==> src/rtl/phy_pkg.sv <==
// Shared PHY definitions for the serial receiver, the transmitter and the 8-to-32 packer:
// symbol width, the idle/alignment comma and the receiver state encoding.
package phy_pkg;

    localparam int DATA_W = 8;
    localparam logic [DATA_W-1:0] COMMA = 8'hBC;

    typedef enum logic [1:0] {
        SEARCH  = 2'd0,
        ALIGNED = 2'd1,
        LOCKED  = 2'd2
    } rx_state_t;

    // Saturating 4-bit increment, used for the comma run counter.
    function automatic logic [3:0] sat_inc(input logic [3:0] value, input logic [3:0] limit);
        return (value >= limit) ? limit : value + 4'd1;
    endfunction

endpackage

==> src/rtl/serial_paralelo_rx_if.sv <==
// Serial-in / parallel-out bundle of the byte-alignment receiver.
// The receiver takes the slave side; the upstream serialiser or a bench takes the master side.
interface serial_paralelo_rx_if;
    import phy_pkg::*;

    logic              data_in;
    logic [DATA_W-1:0] data_out;
    logic              valid_out;
    logic              active;

    modport master (
        output data_in,
        input  data_out,
        input  valid_out,
        input  active
    );

    modport slave (
        input  data_in,
        output data_out,
        output valid_out,
        output active
    );

endinterface

==> src/rtl/serial_paralelo_rx_comma_detect.sv <==
// Combinational match of a symbol-wide window against the idle comma.
// Shared with the transmitter-side checker.
module comma_detect
    import phy_pkg::*;
(
    input  logic [DATA_W-1:0] win,
    output logic              is_comma
);

    assign is_comma = (win == COMMA);

endmodule

==> src/rtl/serial_paralelo_rx.sv <==
// Serial-to-parallel receiver: finds byte alignment on the 0xBC comma, locks after LOCK_COUNT
// aligned commas and emits non-comma bytes. Optional SERIAL_REALIGN_EN re-aligns on misaligned commas.
module serial_paralelo_rx
    import phy_pkg::*;
#(
    parameter int LOCK_COUNT = 4
)
(
    input  logic               clk_32f,
    input  logic               reset,
    serial_paralelo_rx_if.slave rx
);

    localparam logic [3:0] LOCK_LIM = 4'(LOCK_COUNT);
    localparam logic [2:0] LAST_BIT = 3'(DATA_W - 1);

    rx_state_t         state_reg, state_next;
    // Only the previous DATA_W-1 bits are needed: the window appends the bit being sampled.
    logic [DATA_W-2:0] shift_reg;
    logic [2:0]        bit_cnt_reg, bit_cnt_next;
    logic [3:0]        com_cnt_reg, com_cnt_next;
    logic [3:0]        com_inc;
    logic [DATA_W-1:0] data_reg, data_next;
    logic              valid_reg, valid_next;
    logic [DATA_W-1:0] win;
    logic              is_comma;
    logic              boundary;

    assign win      = {shift_reg, rx.data_in};
    assign boundary = (bit_cnt_reg == LAST_BIT);
    assign com_inc  = sat_inc(com_cnt_reg, LOCK_LIM);

    comma_detect u_comma_detect (
        .win      (win),
        .is_comma (is_comma)
    );

    always_comb begin
        state_next   = state_reg;
        bit_cnt_next = bit_cnt_reg + 3'd1;
        com_cnt_next = com_cnt_reg;
        data_next    = data_reg;
        valid_next   = valid_reg;

        unique case (state_reg)
            SEARCH: begin
                valid_next = 1'b0;
                if (is_comma) begin
                    bit_cnt_next = 3'd0;
                    com_cnt_next = 4'd1;
                    state_next   = (LOCK_LIM == 4'd1) ? LOCKED : ALIGNED;
                end
            end

            ALIGNED: begin
                valid_next = 1'b0;
                if (boundary) begin
                    if (is_comma) begin
                        com_cnt_next = com_inc;
                        if (com_inc == LOCK_LIM) begin
                            state_next = LOCKED;
                        end
                    end else begin
                        com_cnt_next = 4'd0;
                        state_next   = SEARCH;
                    end
                end
            end

            LOCKED: begin
                if (boundary) begin
                    if (is_comma) begin
                        valid_next = 1'b0;
                    end else begin
                        data_next  = win;
                        valid_next = 1'b1;
                    end
                end
`ifdef SERIAL_REALIGN_EN
                else if (is_comma) begin
                    // A comma off the byte grid means we slipped; restart counting from it.
                    bit_cnt_next = 3'd0;
                    com_cnt_next = 4'd1;
                    valid_next   = 1'b0;
                    state_next   = ALIGNED;
                end
`endif
            end

            default: begin
                state_next = SEARCH;
            end
        endcase
    end

    always_ff @(posedge clk_32f or negedge reset) begin
        if (!reset) begin
            state_reg   <= SEARCH;
            shift_reg   <= '0;
            bit_cnt_reg <= 3'd0;
            com_cnt_reg <= 4'd0;
            data_reg    <= '0;
            valid_reg   <= 1'b0;
        end else begin
            state_reg   <= state_next;
            shift_reg   <= win[DATA_W-2:0];
            bit_cnt_reg <= bit_cnt_next;
            com_cnt_reg <= com_cnt_next;
            data_reg    <= data_next;
            valid_reg   <= valid_next;
        end
    end

    assign rx.data_out  = data_reg;
    assign rx.valid_out = valid_reg;
    assign rx.active    = (state_reg == LOCKED);

endmodule

==> src/flat_wrapper.sv <==
// flat-port wrapper written by rule: the top's interface ports become plain ports
module serial_paralelo_rx_flat import phy_pkg::*;
#(
    parameter int LOCK_COUNT = 4
)
  (clk_32f, reset, rx_data_in, rx_data_out, rx_valid_out, rx_active);
  serial_paralelo_rx_if rx_i ();
  input  logic clk_32f;
  input  logic reset;
  input wire logic [$bits(rx_i.data_in)-1:0] rx_data_in;
  output wire logic [$bits(rx_i.data_out)-1:0] rx_data_out;
  output wire logic [$bits(rx_i.valid_out)-1:0] rx_valid_out;
  output wire logic [$bits(rx_i.active)-1:0] rx_active;
  assign rx_i.data_in = rx_data_in;
  assign rx_data_out = rx_i.data_out;
  assign rx_valid_out = rx_i.valid_out;
  assign rx_active = rx_i.active;
  serial_paralelo_rx #(.LOCK_COUNT(LOCK_COUNT)) u_core (.clk_32f(clk_32f), .reset(reset), .rx(rx_i));
endmodule
==> config.mk <==
export PLATFORM = sky130hd
export DESIGN_NAME = serial_paralelo_rx_flat
export DESIGN_NICKNAME = d
export VERILOG_FILES = /design/src/rtl/phy_pkg.sv /design/src/rtl/serial_paralelo_rx_if.sv /design/src/rtl/serial_paralelo_rx_comma_detect.sv /design/src/rtl/serial_paralelo_rx.sv /design/src/flat_wrapper.sv
export SDC_FILE = /design/constraint.sdc
export NUM_CORES = 1
export LEC_CHECK = 0
export ABC_AREA = 1
export ABC_CLOCK_PERIOD_IN_PS = 2200
export CAP_MARGIN = 10
export CORE_UTILIZATION = 64
export CTS_BUF_LIST = sky130_fd_sc_hd__clkbuf_2 sky130_fd_sc_hd__clkbuf_4 sky130_fd_sc_hd__clkbuf_8
export DETAILED_ROUTE_END_ITERATION = 8
export DONT_BUFFER_PORTS = 1
export PLACE_DENSITY = 0.8
export SLEW_MARGIN = 20
export SYNTH_ARGS = -nofsm -noshare
export SYNTH_HDL_FRONTEND = slang
export SYNTH_SLANG_ARGS = --single-unit
==> constraint.sdc <==
create_clock -name clk_32f -period 2.2 [get_ports clk_32f]
set_clock_uncertainty 0.2 [all_clocks]
set_input_delay 0.11 -clock clk_32f [delete_from_list [all_inputs] [get_ports clk_32f]]
set_output_delay 0.11 -clock clk_32f [all_outputs]
set_load 0.02 [all_outputs]
# Word level (Yosys, flattened, before mapping)

Index checks and enable logic that the tools add are counted.

Output and inout port bits: 10
Bits in registers: 25
Input port bits: 3

$lt $le $gt $ge: 1
$add $sub $neg: 2
Equal/unequal tests: 9
Mux-type cells: 15
Reductions and logical operators: 8
Bitwise logic cells: 2

Operator list:

| operator            | count |
|---|---|
| $mux 4              | 4 |
| $eq 8x8->1 const B  | 1 |
| $mux 2              | 4 |
| $pmux 4 s2          | 1 |
| $mux 3              | 2 |
| $ne 2x1->1 const B  | 3 |
| $pmux 2 s3          | 1 |
| $reduce_and 3->1    | 2 |
| $add 4x1->4 const B | 1 |
| $eq 4x3->1 const B  | 1 |
| $ge 4x3->1 const B  | 1 |
| $reduce_and 4->1    | 1 |
| $reduce_bool 2->1   | 2 |
| $add 3x1->3 const B | 1 |
| $eq 3x3->1 const B  | 1 |
| $ne 3x3->1 const B  | 1 |
| $eq 2x1->1 const B  | 1 |
| $eq 2x2->1 const B  | 1 |
| $logic_not 2->1     | 1 |
| $mux 1              | 2 |
| $not 1->1           | 2 |
| $pmux 1 s2          | 1 |
| $reduce_and 2->1    | 1 |
| $reduce_or 2->1     | 1 |

# Depth between registers and ports, before layout

Gate-level depths: netlist (run 1).

Depth after elaboration: 7
Depth in mapped cells: 10
Gate-level depth less buffers: 9

# Cells and area by module

A second synthesis (run 1) with hierarchy kept.

Cells, all modules: 108
Area total of the unflattened synthesis: 1036.0 sq um

By module, submodules not included:

| module             | instances | cells an instance | area an instance (sq um) |
|---|---|---|---|
| serial_paralelo_rx | 1         | 98                | 996.0 |
| comma_detect       | 1         | 10                | 40.0 |

# Least setup slack after synthesis (run 1)

No wires, ideal clock.

Path kind: reg2reg
Start point: reg u_core.bit_cnt_reg[0]
End point: reg u_core.valid_reg (netlist: u_core.rx.valid_out)
Setup time: 128 ps
Required time: 1872 ps
Cell stages (with the launch flop): 8
Clock period less this slack: 1564 ps
Arrival: 1236 ps
Slack: 636 ps
Path buffers: 1
Cell sequence: dfrtp_1 > ha_1 > ha_1 > inv_1 > nor2_8 > nand2_4 > buf_6 > o21ai_0

Cells in the longest elaborated chain, start to end: 3

RTL lines:

| item                              | line                      | RTL |
|---|---|---|
| start, declared                   | serial_paralelo_rx.sv:20  | `logic [2:0] bit_cnt_reg, bit_cnt_next;` |
| start signal, assigned            | serial_paralelo_rx.sv:107 | `bit_cnt_reg <= bit_cnt_next;` |
| $eq 3x3->1                        | serial_paralelo_rx.sv:30  | `assign boundary = (bit_cnt_reg == LAST_BIT);` |
| $ne 2x1->1 (no source line)       | -                         |  |
| $reduce_and 2->1 (no source line) | -                         |  |
| end signal, assigned              | serial_paralelo_rx.sv:110 | `valid_reg <= valid_next;` |
| end, declared                     | serial_paralelo_rx.sv:24  | `logic valid_reg, valid_next;` |

Every way passes these cells.
A chain may end at the register's enable or synchronous reset.

# Worst setup path after layout (run 1)

Ends and elaborated chain as after synthesis.

==> flow_metrics.py, run 1 <==
metrics = {
    "grt": {
        "grt_use_met2_pct": 32.6,
        "met3_usage_pct": 8.57,
        "grt_start_max_net_pins": 26,
        "use_met1_pct": 25.4,
        "grt-busiest-layer": "met2",
        "grt_pass1_vias": 707,
        "grt_pass1_wl_um": 2880,
        "antenna_found_initial": 0,
        "grt_use_total_pct": 20.3,
        "grt_overflow": 0,
    },
    "detailed_routing": {
        "viasPerCell": 5.03,
        "drtIter0Drc": 10,
        "antenna_left": 0,
        "firstDrtPassIters": 4,
        "wire_per_inst_um": 11.7,
        "vias": 714,
        "wl_um": 1670,
        "drc": 0,
    },
    "sta": {
        "drv_slew": 0,
        "layout_min_cycle_time_ns": 1.59,
        "fin_ws_ns": 0.608,
        "slew_headroom_pct": 64.7,
        "fmax_ghz": 0.628,
        "tns_ns": 0,
        "setup_viol": 0,
        "worst_slew_pin_slew_ns": 0.529,
        "rsz0062_at_grt": "no",
        "fin_crit_sh_pct": 72.3,
        "final_hold_viol_count": 0,
    },
    "floorplanning": {
        "die_w_um": 44.5,
        "die_y_um": 44.5,
        "start_util_pct": 72.4,
        "ios": 13,
        "die_area_mm2": 0.00198,
        "core-area_mm2": 0.00159,
        "num_rows": 14,
    },
    "hold_path": {
        "hold_path_class": "input port to async pin",
    },
    "pwr": {
        "seq_power_share_pct": 68.7,
        "p_comb_share_pct": 3.8,
        "power_mw": 0.720,
        "p_sw_mw": 0.169,
        "internal-power_mw": 0.551,
        "ir_drop_mv": 0.422,
        "p_clk_share_pct": 27.5,
        "powerDensity_mw_per_mm2": 593,
        "power_leakage_nw": 0.652,
        "switching_share_pct": 23.5,
    },
    "clock_network": {
        "cts_resized": 0,
        "clkTransAtPathRegs_ns": 0.13,
        "cts_root_buffer": "clkbuf_4",
        "cts_max_level": 1,
        "post-cts-setup-buffers": 0,
        "clock-sinks": 25,
        "cts_buffers": 3,
        "clockBufferDepth": 2,
        "clock_latency_ns": 0.32,
        "cts_tree": "built",
    },
    "setup_path": {
        "required_ns": 2.21,
        "worstSetupPathType": "register to register",
        "cp-start-kind": "register",
        "cp.arrival_ns": 1.60,
        "cp-end-kind": "register",
        "crit_path_cell_trace": "ha_1, ha_1, inv_1, nor2_8, nand2_4, o21ai_0",
        "r2r_slack_ns": 0.61,
        "rr_startpoint": "u_core.bit_cnt_reg[0]",
        "crit_path_max_fanout": 12,
        "worst_path_max_delay_cell": "dfrtp_1",
        "crit_buf_inv": 1,
        "worstRegToRegCells": 6,
        "rr_endpoint": "u_core.rx.valid_out",
        "slowest_delay_ns": 0.40,
        "critPathTopFamily": "adder cells",
        "crit_path_frequent_cell": "ha_1",
    },
    "place": {
        "numPortBuffers": 0,
        "dp_hpwl_um": 1210,
        "gp_routability_congestion": 0.781,
        "pre_cts_slack_ns": 0.588,
    },
    "yosys": {
        "synth_cells": 113,
        "synth_commonest_cells": "nand2_1 (32), dfrtp_1 (25), inv_1 (10)",
        "synth.yosys.warnings": 0,
        "yosys_register_bits": 25,
        "netlist.area_leader.share_pct": 54.2,
        "synth_area_mm2": 0.00115,
        "synthFlopType": "dfrtp_1",
        "synth-edff-count": 0,
        "yosysMostFrequentCell": "nand2_1",
        "syn_nets": 119,
        "synth.yosys.seq_area_share_pct": 54.2,
        "synthArstFlopShare_pct": 100,
        "synth_cell_types": 20,
        "avgSynthCellArea_um2": 10.2,
        "synth.area.top_cells": "dfrtp_1 (54%), nand2_1 (10%), nand3_1 (3.9%)",
        "yosysTopAreaCell": "dfrtp_1",
    },
    "final_layout": {
        "largest_reg_flops": 8,
        "drive_gt1_share_pct": 23.7,
        "antenna_cells": 0,
        "syn_to_final_growth_pct": 5.21,
        "fin_nets": 125,
    },
    "run": {
        "max_cap_viol_count": 0,
    },
    "outcome": {
        "status": "finished, final reports clean",
    },
}
-- what timing repair did --
item	CTS	global route
setup endpoints to repair	0	0
hold buffers	2	1
hold endpoints to repair	30	25
-- how the worst max path moves through the flow --
| stage | start | end | slack [ns] | depth (start not counted) |
|---|---|---|---|---|
| detailed placement | u_core.bit_cnt_reg[0] | u_core.rx.valid_out | 0.59 | 6 |
| global route | u_core.bit_cnt_reg[0] | u_core.rx.data_out[0] | 0.50 | 7 |
| floorplan | u_core.bit_cnt_reg[0] | u_core.rx.valid_out | 0.64 | 7 |
| finish | u_core.bit_cnt_reg[0] | u_core.rx.valid_out | 0.61 | 6 |
| global placement | u_core.bit_cnt_reg[0] | u_core.rx.valid_out | 0.65 | 6 |
| CTS | u_core.bit_cnt_reg[0] | u_core.rx.valid_out | 0.59 | 6 |
-- cells in the final DEF, fill, tap and decap left out --
master         synthesis  routed
nor2_8                 2       2
nand3_4                1       1
o21bai_1               1       1
nand3_1                9       9
inv_1                 10      10
nor3b_1                1       1
nand2_1               32      32
buf_2                  0       1
nor2_2                 1       1
nand2_2                4       4
o21ai_2                3       3
ha_1                   3       3
inv_2                  5       5
o21ai_1                2       2
o21ai_0                3       3
nand2_4                3       3
dlygate4sd3_1          0       2
clkinv_2               0       1
a21oi_4                1       1
clkbuf_4               0       3
nor2_1                 2       2
dfrtp_1               25      25
nor2_4                 3       3
-- power groups by stage --
stage | registers [mW] | logic [mW] | clock network (mW)
after floorplan | 0.501 | 0.0141 | 0
after global placement | 0.503 | 0.0151 | 0
after detailed placement | 0.503 | 0.0155 | 0
after CTS | 0.495 | 0.0273 | 0.204
after global routing | 0.496 | 0.0324 | 0.221
final | 0.494 | 0.0272 | 0.198
-- worst reg2reg max path, cell delays in order, from the launching register on --
cell	delay, ns
dfrtp_1	0.40
ha_1	0.20
ha_1	0.22
inv_1	0.15
nor2_8	0.07
nand2_4	0.15
o21ai_0	0.11
-- kinds of logic (layout without fill, tap and decap cells) --
family          count (synthesis)  in the layout  share of synthesized area [%]
compound gates                 10             10                           6.51
fa+ha+maj                       3              3                           3.25
buf+inv                        17             22                           6.83
flops                          25             25                           54.2
simple gates                   58             58                           29.2
-- routing by layer --
metal  part of all wire, %  wire [µm]  vias to the layer above
li1                      -          -                      358
met1                    47        784                      336
met2                    47        781                       18
met3                   5.3         89                        2
met4                  0.60         10                        0
met5                     0          0                        -
-- cell type report --
class | instances | area [µm²]
Clock inverter | 1 | 5.00
Fill cell | 115 | 380
Multi-Input combinational cell | 71 | 449
Inverter | 15 | 56.3
Timing Repair Buffer | 3 | 25.0
Clock buffer | 3 | 22.5
Sequential cell | 25 | 626
Tap cell | 24 | 30.0
-- stage by stage --
stage	cells	hold WS [ns]	cell area, µm²	utilization, %
floorplan	113	-0.386	1150	-
global placement	135	-0.385	1160	72.8
detailed placement	135	-0.385	1160	72.8
CTS	141	0.190	1210	75.8
global route	142	0.148	1210	76.1
finish	142	0.0829	1210	76.1
(Power assumes the default switching activity.)
==> run 2: changes to the inputs <==
--- a/config.mk
+++ b/config.mk
@@ -6,13 +6,13 @@
 export NUM_CORES = 1
 export LEC_CHECK = 0
 export ABC_AREA = 1
-export ABC_CLOCK_PERIOD_IN_PS = 2200
+export ABC_CLOCK_PERIOD_IN_PS = 1400
 export CAP_MARGIN = 10
-export CORE_UTILIZATION = 64
+export CORE_UTILIZATION = 58
 export CTS_BUF_LIST = sky130_fd_sc_hd__clkbuf_2 sky130_fd_sc_hd__clkbuf_4 sky130_fd_sc_hd__clkbuf_8
 export DETAILED_ROUTE_END_ITERATION = 8
 export DONT_BUFFER_PORTS = 1
-export PLACE_DENSITY = 0.8
+export PLACE_DENSITY = 0.76
 export SLEW_MARGIN = 20
 export SYNTH_ARGS = -nofsm -noshare
 export SYNTH_HDL_FRONTEND = slang
==> constraint.sdc (replaced) <==
create_clock -name clk_32f -period 1.4 [get_ports clk_32f]
set_clock_uncertainty 0.2 [all_clocks]
set_input_delay 0.07 -clock clk_32f [delete_from_list [all_inputs] [get_ports clk_32f]]
set_output_delay 0.07 -clock clk_32f [all_outputs]
set_load 0.02 [all_outputs]
==> run 2 against run 1 <==
  * The flow now finishes with violations (negative setup slack)
  * Die area grew 9.9%
  * Sequential power grew 58%
  * Register-to-register slack lost 0.78 ns
  * Worst setup slack got worse by 0.78 ns
  * Worst hold slack worse by 0.028 ns
  * Combinational power rose to 3.0 times the previous value
  * Routed wire length rose by 67%
  * Clock power up 76%
  * Fmax is 1.0% higher
  * Clock-buffer cell count did not move
  * Design area up 25%
  * Core utilization is 8.0 points higher
==> flow_metrics.py, run 2 (synthesized netlist as in run 1, its figures left out) <==
metrics = {
    "outcome": {
        "status": "finished with violations",
        "violations": "negative setup slack",
    },
    "setup_path": {
        "worstSetupPathType": "register to register",
        "required_ns": 1.43,
        "worst_path_max_delay_cell": "dfrtp_1",
        "crit_path_cell_trace": "inv_2, nand2_2, nor2_4, nand2_8, a21oi_4, nand2_1, nand2_1, nand2_1",
        "crit_path_max_fanout": 7,
        "crit_path_frequent_cell": "nand2_1",
        "cp.arrival_ns": 1.61,
        "cp-start-kind": "register",
        "critPathTopFamily": "simple AND/OR/NAND/NOR gates",
        "cp-end-kind": "register",
        "slowest_delay_ns": 0.42,
        "crit_buf_inv": 1,
    },
    "place": {
        "numPortBuffers": 0,
        "dp_hpwl_um": 1350,
        "pre_cts_slack_ns": -0.0919,
        "gp_routability_congestion": 0.753,
    },
    "detailed_routing": {
        "antenna_left": 0,
        "firstDrtPassIters": 4,
        "wire_per_inst_um": 16.6,
        "viasPerCell": 5.29,
        "drc": 0,
        "drtIter0Drc": 13,
        "vias": 889,
        "wl_um": 2790,
    },
    "sta": {
        "fin_crit_sh_pct": 113,
        "layout_min_cycle_time_ns": 1.58,
        "fmax_ghz": 0.635,
        "hold_ws_ns": 0.0550,
        "tns_ns": -1.38,
        "worst_slew_pin_slew_ns": 0.555,
        "slew_headroom_pct": 63.0,
        "fin_ws_ns": -0.176,
        "final_hold_viol_count": 0,
        "drv_slew": 0,
        "setup_viol": 15,
        "rsz0062_at_grt": "yes",
    },
    "floorplanning": {
        "num_rows": 15,
        "die_area_mm2": 0.00217,
        "core-area_mm2": 0.00180,
        "die_y_um": 46.6,
        "start_util_pct": 64.0,
        "ios": 13,
        "die_w_um": 46.6,
    },
    "final_layout": {
        "antenna_cells": 0,
        "layout_common_cells": "nand2_1 (25), dfrtp_1 (24), buf_4 (22), nand2_2 (9), inv_1 (8)",
        "fin_nets": 150,
        "drive_gt1_share_pct": 47.6,
        "finish.utilization_pct": 84.2,
        "final_common_cell": "nand2_1",
        "largest_reg_flops": 8,
        "syn_to_final_growth_pct": 31.5,
    },
    "grt": {
        "grt_use_total_pct": 24.3,
        "antenna_found_initial": 0,
        "grt_use_met2_pct": 44.2,
        "use_met1_pct": 27.3,
        "grt_pass1_wl_um": 3630,
        "met3_usage_pct": 4.71,
        "grt_start_max_net_pins": 26,
        "grt_overflow": 0,
        "grt_pass1_vias": 878,
        "grt-busiest-layer": "met2",
    },
    "clock_network": {
        "clock-sinks": 25,
        "cts_buffers": 3,
        "cts_root_buffer": "clkbuf_4",
        "cts_tree": "built",
        "clock_latency_ns": 0.32,
        "clockBufferDepth": 2,
        "cts_max_level": 1,
        "clkTransAtPathRegs_ns": 0.15,
    },
    "pwr": {
        "powerDensity_mw_per_mm2": 797,
        "power_leakage_nw": 0.781,
        "ir_drop_mv": 0.766,
    },
    "hold_path": {
        "hold_path_class": "input port to async pin",
    },
    "run": {
        "max_cap_viol_count": 0,
    },
}
-- run 2: changes by cell type in the layout (fill, tap and decap cells not counted), moves of 2 or more --
cell,delta
inv_1,-2
o21ai_1,+3
nand3_2,+2
nand2_8,+2
buf_4,+22
nand3_1,-3
ha_1,-2
o21ai_0,-3
nand2_2,+5
nand2_1,-7
-- run 2: per-layer routing --
layer	vias to the layer above	part of all wire, %
met3	10	5.2
met2	38	55
met1	421	37
li1	420	-
met5	-	0
met4	0	2.5
-- run 2: metrics by stage --
stage               instances  power (mW)  instance area (µm²)
floorplan                 113       0.809                 1170
global placement          151       0.829                 1290
detailed placement        151       0.831                 1290
CTS                       162        1.18                 1440
global route              168        1.25                 1520
finish                    168        1.21                 1520
-- run 2: timing repair --
action	CTS	global route
pin swaps	12	7
hold buffers	2	1
buffers inserted	5	5
gates resized for setup	11	10
endpoints found under the hold margin	28	25
gates cloned	0	1
endpoints found under the setup margin	15	19
-- run 2: power by group --
group	switching [mW]	internal [mW]	leakage, nW
registers	0.0340	0.745	0.298
logic	0.0448	0.0367	0.469
clock network	0.239	0.109	0.0139
-- run 2: worst paths after layout --
kind	from	cells past startpoint	slack, ns	to
worst max-delay path	u_core.shift_reg[0]	8	-0.18	u_core.state_reg[0]
worst min-delay path	reset	2	0.06	u_core.shift_reg[4]
worst max register to register	u_core.shift_reg[0]	8	-0.18	u_core.state_reg[0]
worst min register to register	u_core.shift_reg[5]	0	0.21	u_core.shift_reg[6]
max in group asynchronous	reset	2	0.55	u_core.state_reg[0]
min in group clk_32f	rx_data_in	1	0.14	u_core.shift_reg[0]
-- run 2: cell type report --
type	count	area, µm²
sequential	25	627
multi-input combinational	72	548
fill	94	285
timing repair buffer	27	221
inverter	15	58.8
tap	25	31.3
clock buffer	3	22.5
clock inverter	1	7.51
-- run 2: worst reg2reg max path, delay by kind of cell, from the launching register on --
| kind | cells | cell delay [ns] |
|---|---|---|
| buf+inv | 1 | 0.07 |
| compound gates | 1 | 0.22 |
| simple gates | 6 | 0.57 |
| flops | 1 | 0.42 |
